`config.mk`:
```
export PLATFORM = sky130hd
export DESIGN_NAME = result_record_writer
export DESIGN_NICKNAME = d
export VERILOG_FILES = /design/src/rtl/result_pkg.sv /design/src/rtl/result_record_writer.sv
export SDC_FILE = /design/constraint.sdc
export NUM_CORES = 1
export LEC_CHECK = 0
export ABC_CLOCK_PERIOD_IN_PS = 8600
export CAP_MARGIN = 30
export CORE_ASPECT_RATIO = 1.2
export CORE_MARGIN = 5
export CORE_UTILIZATION = 50
export CTS_BUF_LIST = sky130_fd_sc_hd__clkbuf_16
export DETAILED_ROUTE_END_ITERATION = 10
export PLACE_DENSITY_LB_ADDON = 0.3
export SLEW_MARGIN = 20
export SYNTH_ARGS = -nofsm -noshare
export SYNTH_HDL_FRONTEND = slang
export SYNTH_SLANG_ARGS = --single-unit
```
`constraint.sdc`:
```
create_clock -name clk -period 8.6 [get_ports clk]
set_clock_uncertainty 0.15 [all_clocks]
set_input_delay 0.86 -clock clk [delete_from_list [all_inputs] [get_ports clk]]
set_output_delay 0.86 -clock clk [all_outputs]
set_load 0.02 [all_outputs]
```
`src/rtl/result_pkg.sv`:
```
// Shared definitions for the 16-bit result record stream.
// The writer, the host-side decoder and logic_control all use these definitions.
package result_pkg;

    typedef enum logic [2:0] {
        ST_IDLE = 3'd0,
        ST_HDR  = 3'd1,
        ST_T2   = 3'd2,
        ST_T1   = 3'd3,
        ST_T0   = 3'd4,
        ST_ADC  = 3'd5,
        ST_CSUM = 3'd6
    } state_t;

    localparam int SYNC_MSB    = 15;
    localparam int HAS_ADC_BIT = 11;
    localparam int SEQ_LSB     = 8;
    localparam int DEV_LSB     = 4;
    localparam int OP_LSB      = 0;

    localparam int WORDS_MIN = 4;
    localparam int WORDS_MID = 5;
    localparam int WORDS_MAX = 6;

    function automatic logic [15:0] make_header(
        input logic [3:0] sync,
        input logic       has_adc,
        input logic [2:0] seq,
        input logic [3:0] dev,
        input logic [3:0] op
    );
        logic [15:0] h;
        h                   = '0;
        h[SYNC_MSB -: 4]    = sync;
        h[HAS_ADC_BIT]      = has_adc;
        h[SEQ_LSB +: 3]     = seq;
        h[DEV_LSB +: 4]     = dev;
        h[OP_LSB +: 4]      = op;
        return h;
    endfunction

endpackage

```
`src/rtl/result_record_writer.sv`:
```
// Serialises one result record per handshake into header, 48-bit timestamp,
// optional ADC word and optional XOR checksum on the 16-bit FIFO write port.
module result_record_writer
    import result_pkg::*;
#(
    parameter logic [3:0] SYNC        = 4'hA,
    parameter bit         EN_CHECKSUM = 1'b1
) (
    input  logic        clk,
    input  logic        rst_n,
    input  logic        rec_valid,
    output logic        rec_ready,
    input  logic [3:0]  rec_dev,
    input  logic [3:0]  rec_op,
    input  logic [47:0] rec_time,
    input  logic [13:0] rec_adc,
    input  logic        rec_has_adc,
    input  logic        fifo_full,
    output logic        data_write,
    output logic [15:0] data_out,
    output logic        busy,
    output logic [15:0] rec_count
);

    state_t      state;
    state_t      state_next;
    logic        rdy_en;
    logic        accept;
    logic        last;
    logic [2:0]  seq;
    logic [15:0] csum;
    logic [3:0]  hold_dev;
    logic [3:0]  hold_op;
    logic [47:0] hold_time;
    logic [13:0] hold_adc;
    logic        hold_has_adc;

    always_ff @(posedge clk) begin
        if (!rst_n) state <= ST_IDLE;
        else        state <= state_next;
    end

    always_comb begin
        state_next = state;
        case (state)
            ST_IDLE: if (accept)     state_next = ST_HDR;
            ST_HDR:  if (data_write) state_next = ST_T2;
            ST_T2:   if (data_write) state_next = ST_T1;
            ST_T1:   if (data_write) state_next = ST_T0;
            ST_T0:   if (data_write) state_next = hold_has_adc ? ST_ADC :
                                                  (EN_CHECKSUM ? ST_CSUM : ST_IDLE);
            ST_ADC:  if (data_write) state_next = EN_CHECKSUM ? ST_CSUM : ST_IDLE;
            ST_CSUM: if (data_write) state_next = ST_IDLE;
            default:                 state_next = ST_IDLE;
        endcase
    end

    // Write and ready are gated by rst_n so nothing moves during a reset cycle.
    always_comb begin
        busy       = (state != ST_IDLE);
        data_write = busy & ~fifo_full & rst_n;
        rec_ready  = (state == ST_IDLE) & rdy_en & rst_n;
        case (state)
            ST_HDR:  data_out = make_header(SYNC, hold_has_adc, seq, hold_dev, hold_op);
            ST_T2:   data_out = hold_time[47:32];
            ST_T1:   data_out = hold_time[31:16];
            ST_T0:   data_out = hold_time[15:0];
            ST_ADC:  data_out = {2'b00, hold_adc};
            ST_CSUM: data_out = csum;
            default: data_out = 16'h0000;
        endcase
    end

    assign accept = rec_valid & rec_ready;
    assign last   = data_write & (state_next == ST_IDLE);

    always_ff @(posedge clk) begin
        if (!rst_n) begin
            rdy_en    <= 1'b0;
            seq       <= 3'd0;
            rec_count <= 16'd0;
        end else begin
            rdy_en <= 1'b1;
            if (last) begin
                seq       <= seq + 3'd1;
                rec_count <= rec_count + 16'd1;
            end
        end
    end

    // Holding registers and checksum only need defined contents after an accept.
    always_ff @(posedge clk) begin
        if (accept) begin
            hold_dev     <= rec_dev;
            hold_op      <= rec_op;
            hold_time    <= rec_time;
            hold_adc     <= rec_adc;
            hold_has_adc <= rec_has_adc;
            csum         <= 16'h0000;
        end else if (data_write) begin
            csum <= csum ^ data_out;
        end
    end

endmodule

```
==> results.md <==
* Post-synth top flop: edfxtp_1
* Max-slew violations at 0
* Final Net Count at 560
* Core area at 9420 um2
* Fin Setup TNS at 0 ns
* Post-synthesis sequential area ratio at 61.1%
* Critical Path, Cell by Cell: clkdlybuf4s50_1 > nand2b_1 > or2_2 > inv_2 > clkdlybuf4s50_1
* Max Fclk at 228 MHz
* Final hold slack at between 0.3 and 0.4 ns
* Commonest cells in the netlist: edfxtp_1, mux2i_1, dfxtp_1, nor2_1, nand2_1
* Max_cap viols at 0
* Inst Count DP at between 500 and 600
* First-pass GRT wire length at ~16 mm
* Synthesis Warnings at 0
* Remaining DRCs at 0
* PnR worst setup slack at approximately 4.2 ns
* Fill count at roughly 700
* Max Root-Sink Buffers at 2
* Routed length per instance at between 15 and 20 um
* TritonCTS clock tree: yes
* Setup violators final at 0
* DR iter-0 viols at about 140
* Port Buffers at approximately 110
* Synth top area share at between 40% and 50%
* Overall routing resource usage at between 15 and 20%
* Mapped cell area at roughly 4800 um2
* Post-Syn Nets at between 400 and 500
* # clock sinks at 110
* Final Hold Fails at 0
* Most frequent cell after synthesis: edfxtp_1
* CP max-delay cell: clkdlybuf4s50_1
* Layout cells sized above 1 at around 7%
* Kind of critical path: input pin to output pin
* Period utilization at 50.9%
* Reg area at 2910 um2
* Initial antenna violation count at 0
* Critical path fanouts, max at 27
* Layout area overhead at 30.0%
* CTS buffer count at 9
* DP HPWL at between 7 and 8 mm
* GP Congestion at ~0.74
* Area contributors post-synth: edfxtp_1, dfxtp_1, mux2i_1
* Slowest Stage Delay on Critical Path at slightly below 1 ns
* Router iterations before antenna repair at 4
* VDD IR max at between 0.0001 and 0.00015 V
* Ant. Diodes at 0
* Num ports at 110
* HP Class: flip-flop to flip-flop
* Clock root buffer: clkbuf_16
* EDFF count, synth at 71
* Multi-input gate area at 1710 um2
* Seq cells post-synth at 110
* Final min period at around 4.4 ns
* Vias at around 3300
* CTS resizes at 0
* PwrDens at ~170 nW/um2
* RSZ-0062 raised after global routing: no
* Critical path's most frequent cell: clkdlybuf4s50_1
* Crit-path leading delay family: buffers and inverters
* Syn_area_per_cell at roughly 13 um2
* Dpl cell area at 5940 um2
* Grt total ovfl at 0
* Pre-CTS setup slack at around 3.9 ns
* Buf+Inv Stages, Crit Path at 3
* Arr. time, crit path at 3.37 ns
* Cell taking the most area after synthesis: edfxtp_1
* Setup bufs post-CTS at 0
* Post-CTS Hold Fix Bufs at 0
* Vias in the first global route at approximately 3300
* Skew-Pair Late Insertion Delay at around 0.34 ns
* Leak at around 2.3 nW
* Worst Max-Slew Pin Slew at ~0.8 ns
* Critical path capture point type: output pin
* Crit start category: input pin
* Vias per inst at 5.33
* Die Area at between 10000 and 15000 um2
* Post-route cell area at 6200 um2
* Die width at 99.2 um
* Ys async rst share at 0%
* Final instance count without filler cells at around 610
* Initial Util at between 50% and 60%
* Rows at 39
* Worst path required time at between 7 and 8 ns
* Max_slew headroom at between 40% and 50%
* Post-DRT Antenna Nets at 0
* Post-Route WL at roughly 9.9 mm
* CTS H-tree lvls at 3
* Reg clk slew, reported paths at 0.07 ns
* Synth Instances at roughly 380
* Status: completed
* Pin count of the biggest net entering global routing at 44
* Yosys cell types at 54
* Die Y at 117 um
-- per-layer routing --
metal  routed length (um)  vias up  GRT usage (%)
li1                     -     1607              -
met4                  201        0           8.11
met1                 4030     1546           20.1
met2                 5180       89           31.6
met3                  514       13           3.26
met5                    0        -              0
-- registers in the layout, indices dropped and copies added (netlist names) --
signal	cells
csum	16
hold_adc	14
hold_dev	4
hold_has_adc	1
hold_op	4
hold_time	48
rdy_en	1
rec_count	16
seq	3
state	3
-- stage by stage --
step                total power, mW  util [%]
floorplan                     0.635         -
global placement              0.686      63.0
detailed placement            0.689      63.0
CTS                            1.06      65.9
global route                   1.09      65.9
finish                         1.05      65.9
-- worst paths after layout --
kind	startpoint	end	slack, ns	cells past startpoint
max	rst_n	data_write	4.22	5
min	csum[8]$_SDFFE_PP0P_	csum[8]$_SDFFE_PP0P_	0.32	1
max reg2reg	state[2]$_SDFF_PN0_	hold_time[38]$_DFFE_PP_	4.90	4
min reg2reg	csum[8]$_SDFFE_PP0P_	csum[8]$_SDFFE_PP0P_	0.32	1
-- cell type report --
| class | instances | area share (%) |
|---|---|---|
| Clock buffer | 9 | 3.63 |
| Clock inverter | 7 | 0.666 |
| Timing Repair Buffer | 112 | 18.0 |
| Multi-Input combinational cell | 239 | 27.6 |
| Tap cell | 123 | 2.48 |
| Sequential cell | 110 | 47.0 |
| Inverter | 11 | 0.666 |
-- cell usage in the layout, fill, tap and decap left out, types with 4 or more instances in the layout --
| master | synthesis | routed |
|---|---|---|
| nor2b_1 | 7 | 7 |
| nand4_1 | 4 | 4 |
| clkdlybuf4s50_1 | 0 | 109 |
| inv_1 | 10 | 9 |
| nand2b_1 | 6 | 6 |
| or2_2 | 6 | 6 |
| o211ai_1 | 5 | 5 |
| o21ai_0 | 11 | 11 |
| o31ai_1 | 14 | 14 |
| dfxtp_1 | 39 | 38 |
| or3_1 | 12 | 12 |
| clkbuf_16 | 0 | 9 |
| edfxtp_1 | 71 | 71 |
| xnor2_1 | 7 | 7 |
| nand3_1 | 7 | 7 |
| o2bb2ai_1 | 6 | 6 |
| and2_1 | 11 | 11 |
| nand2_1 | 22 | 22 |
| nor2_1 | 25 | 25 |
| mux2i_1 | 51 | 51 |
-- logic make-up after synthesis --
kind of cell / count (synthesis) / share of synthesized area (%)
adder cells (fa/ha/maj): 3 / 0.734
flip-flops: 110 / 61.1
multiplexers: 54 / 11.4
buffers and inverters: 29 / 3.04
AND/OR/NAND/NOR: 117 / 13.8
AO/OA/AOI/OAI: 56 / 8.34
XOR/XNOR: 9 / 1.65
-- where the power goes --
group	leakage (nW)	total, mW	internal, mW	switching, mW
clock network	0.125	0.373	0.194	0.179
registers	0.966	0.584	0.579	0.00577
logic	1.17	0.0921	0.0519	0.0402
No activity file was read; power rests on OpenSTA's default activity.
==> RTL change: new RTL, same settings <==
The 7 states of `state_t` get a one-hot encoding in 7 bits.
--- a/src/rtl/result_pkg.sv
+++ b/src/rtl/result_pkg.sv
@@ -2,14 +2,14 @@
 // The writer, the host-side decoder and logic_control all use these definitions.
 package result_pkg;
 
-    typedef enum logic [2:0] {
-        ST_IDLE = 3'd0,
-        ST_HDR  = 3'd1,
-        ST_T2   = 3'd2,
-        ST_T1   = 3'd3,
-        ST_T0   = 3'd4,
-        ST_ADC  = 3'd5,
-        ST_CSUM = 3'd6
+    typedef enum logic [6:0] {
+        ST_IDLE = 7'b0000001,
+        ST_HDR  = 7'b0000010,
+        ST_T2   = 7'b0000100,
+        ST_T1   = 7'b0001000,
+        ST_T0   = 7'b0010000,
+        ST_ADC  = 7'b0100000,
+        ST_CSUM = 7'b1000000
     } state_t;
 
     localparam int SYNC_MSB    = 15;
Function: same outputs for any inputs over 10 cycles, from zero or initial values and one cycle with rst_n low; not proved beyond that.
==> RTL change against the original RTL <==
Non-clock buffer count up 5; count of clock-buffer cells in the layout up 9; fmax down 5.7%; sequential cell count up 4; die area up 1.7%; synthesized area up 1.9%; final area up 6.2%; power up 25%; global-route usage up 3.9 points; critical path depth up 1; setup slack worse by 0.27 ns; routed wire length up 22%; highest routed layer unchanged.
==> RTL change: results <==
group,metric,value,unit
critical_path,r2r_cells,6,
final_layout,fin_nets,607,
synth,ys_seq_area_share,61.6,%
critical_path,rrSetupSlack,5.34,ns
placement,gp_congestion,0.876,
clock_network,cts.path.max_buffers,2,
critical_path,arrival,3.64,ns
global_route,grt_max_degree,88,
drt,drt_iter0_drc,203,
drt,drt_first_pass_iters,5,
worst_hold_path,holdCritPathClass,"reg2reg",
final_layout,drive_above_1_share,8.47,%
clock_network,h-tree-depth,4,
synth,syn_nets,499,
run_status,status,"finished clean",
sta,hold_slack,0.321,ns
synth,synthTopCellsByArea,"edfxtp_1 44%, dfxtp_1 18%, a22oi_1 4.0%",
power,p_leak,0.00222,µW
placement,dpl-instance-area,0.00604,mm²
synth,synthTopCellsByCount,"71 x edfxtp_1, 43 x dfxtp_1, 43 x nand2_1",
critical_path,r2r_start,"state[3]",
critical_path,cp_max_fo,19,
synth,synth-edff-count,71,
critical_path,worstReg2RegEnd,"rec_count[1]",
sta,slew-limit-headroom,40.0,%
clock_network,insertion_delay,0.41,ns
power,intPower,1020,µW
clock_network,post_cts_buffers,0,
worst_hold_path,min_to,"csum[13]",
synth,ys_async_sr_fraction,0,%
clock_network,cts_buffers,17,
global_route,grt_pass1_vias,4011,
drt,vias,3904,
placement,place_ws,4.03,ns
sta,hold_viol,0,
global_route,grt_pass1_wl,19500,µm
drt,wl_per_cell,18.1,µm
power,ir_worst_vdd,0.154,mV
worst_hold_path,min-delay-start,"csum[13]",
synth,yosysWarnings,0,
clock_network,clk_pin_slew,0.05,ns
synth,ys.flop_type,"edfxtp_1",
global_route,grtUsageTotal,21.3,%
placement,dp_hpwl,8180,µm
==> RTL change: cell families after synthesis <==
kind of cell,synth area share [%]
xor+xnor,2.70
simple gates,15.1
compound gates,15.8
mux,1.24
fa+ha+maj,0.515
buf+inv,3.06
flops,61.6
==> RTL change: how the worst max path moves through the flow <==
stage,start,end,slack [ns],cells past startpoint
after floorplan,state[5],hold_adc[0],4.11,6
after global placement,rst_n,data_write,4.11,6
after detailed placement,rst_n,data_write,4.03,6
after CTS,rst_n,data_write,4.01,6
after global routing,rst_n,data_write,3.78,6
final,rst_n,data_write,3.95,6
==> RTL change: worst max-delay path, cell delays in order <==
cell and delay (ns):
clkdlybuf4s50_1 0.86, inv_1 0.38, nor2_1 0.31, nand2_1 0.11
inv_1 0.40, clkdlybuf4s50_1 0.71
==> RTL change: metrics by stage <==
stage	instances	power, µW
CTS	664	1310
global placement	631	702
floorplan	422	656
finish	666	1310
detailed placement	632	705
global route	666	1350
==> RTL change: area by class of cell <==
type                       instances  area (µm²)
clock inverter                    14        70.1
inverter                           6        22.5
timing repair buffer             117        1160
multi-input combinational        274        1730
clock buffer                      18         450
tap                              123         154
sequential                       114        2990
fill                             684        2930
==> RTL change: power by group through the flow <==
stage               registers [µW]  logic, µW  clock network, µW
floorplan                      614       42.0                  0
CTS                            605       89.3                619
global route                   606       97.3                647
finish                         605       90.3                614
detailed placement             616       89.0                  0
global placement               615       86.9                  0
==> RTL change: layer usage <==
layer	up-vias	routed length [µm]	global-route usage, %
met3	33	877	6.28
met4	0	346	11.0
met5	-	0	0
li1	1839	-	-
met2	173	6190	35.7
met1	1859	4660	24.3
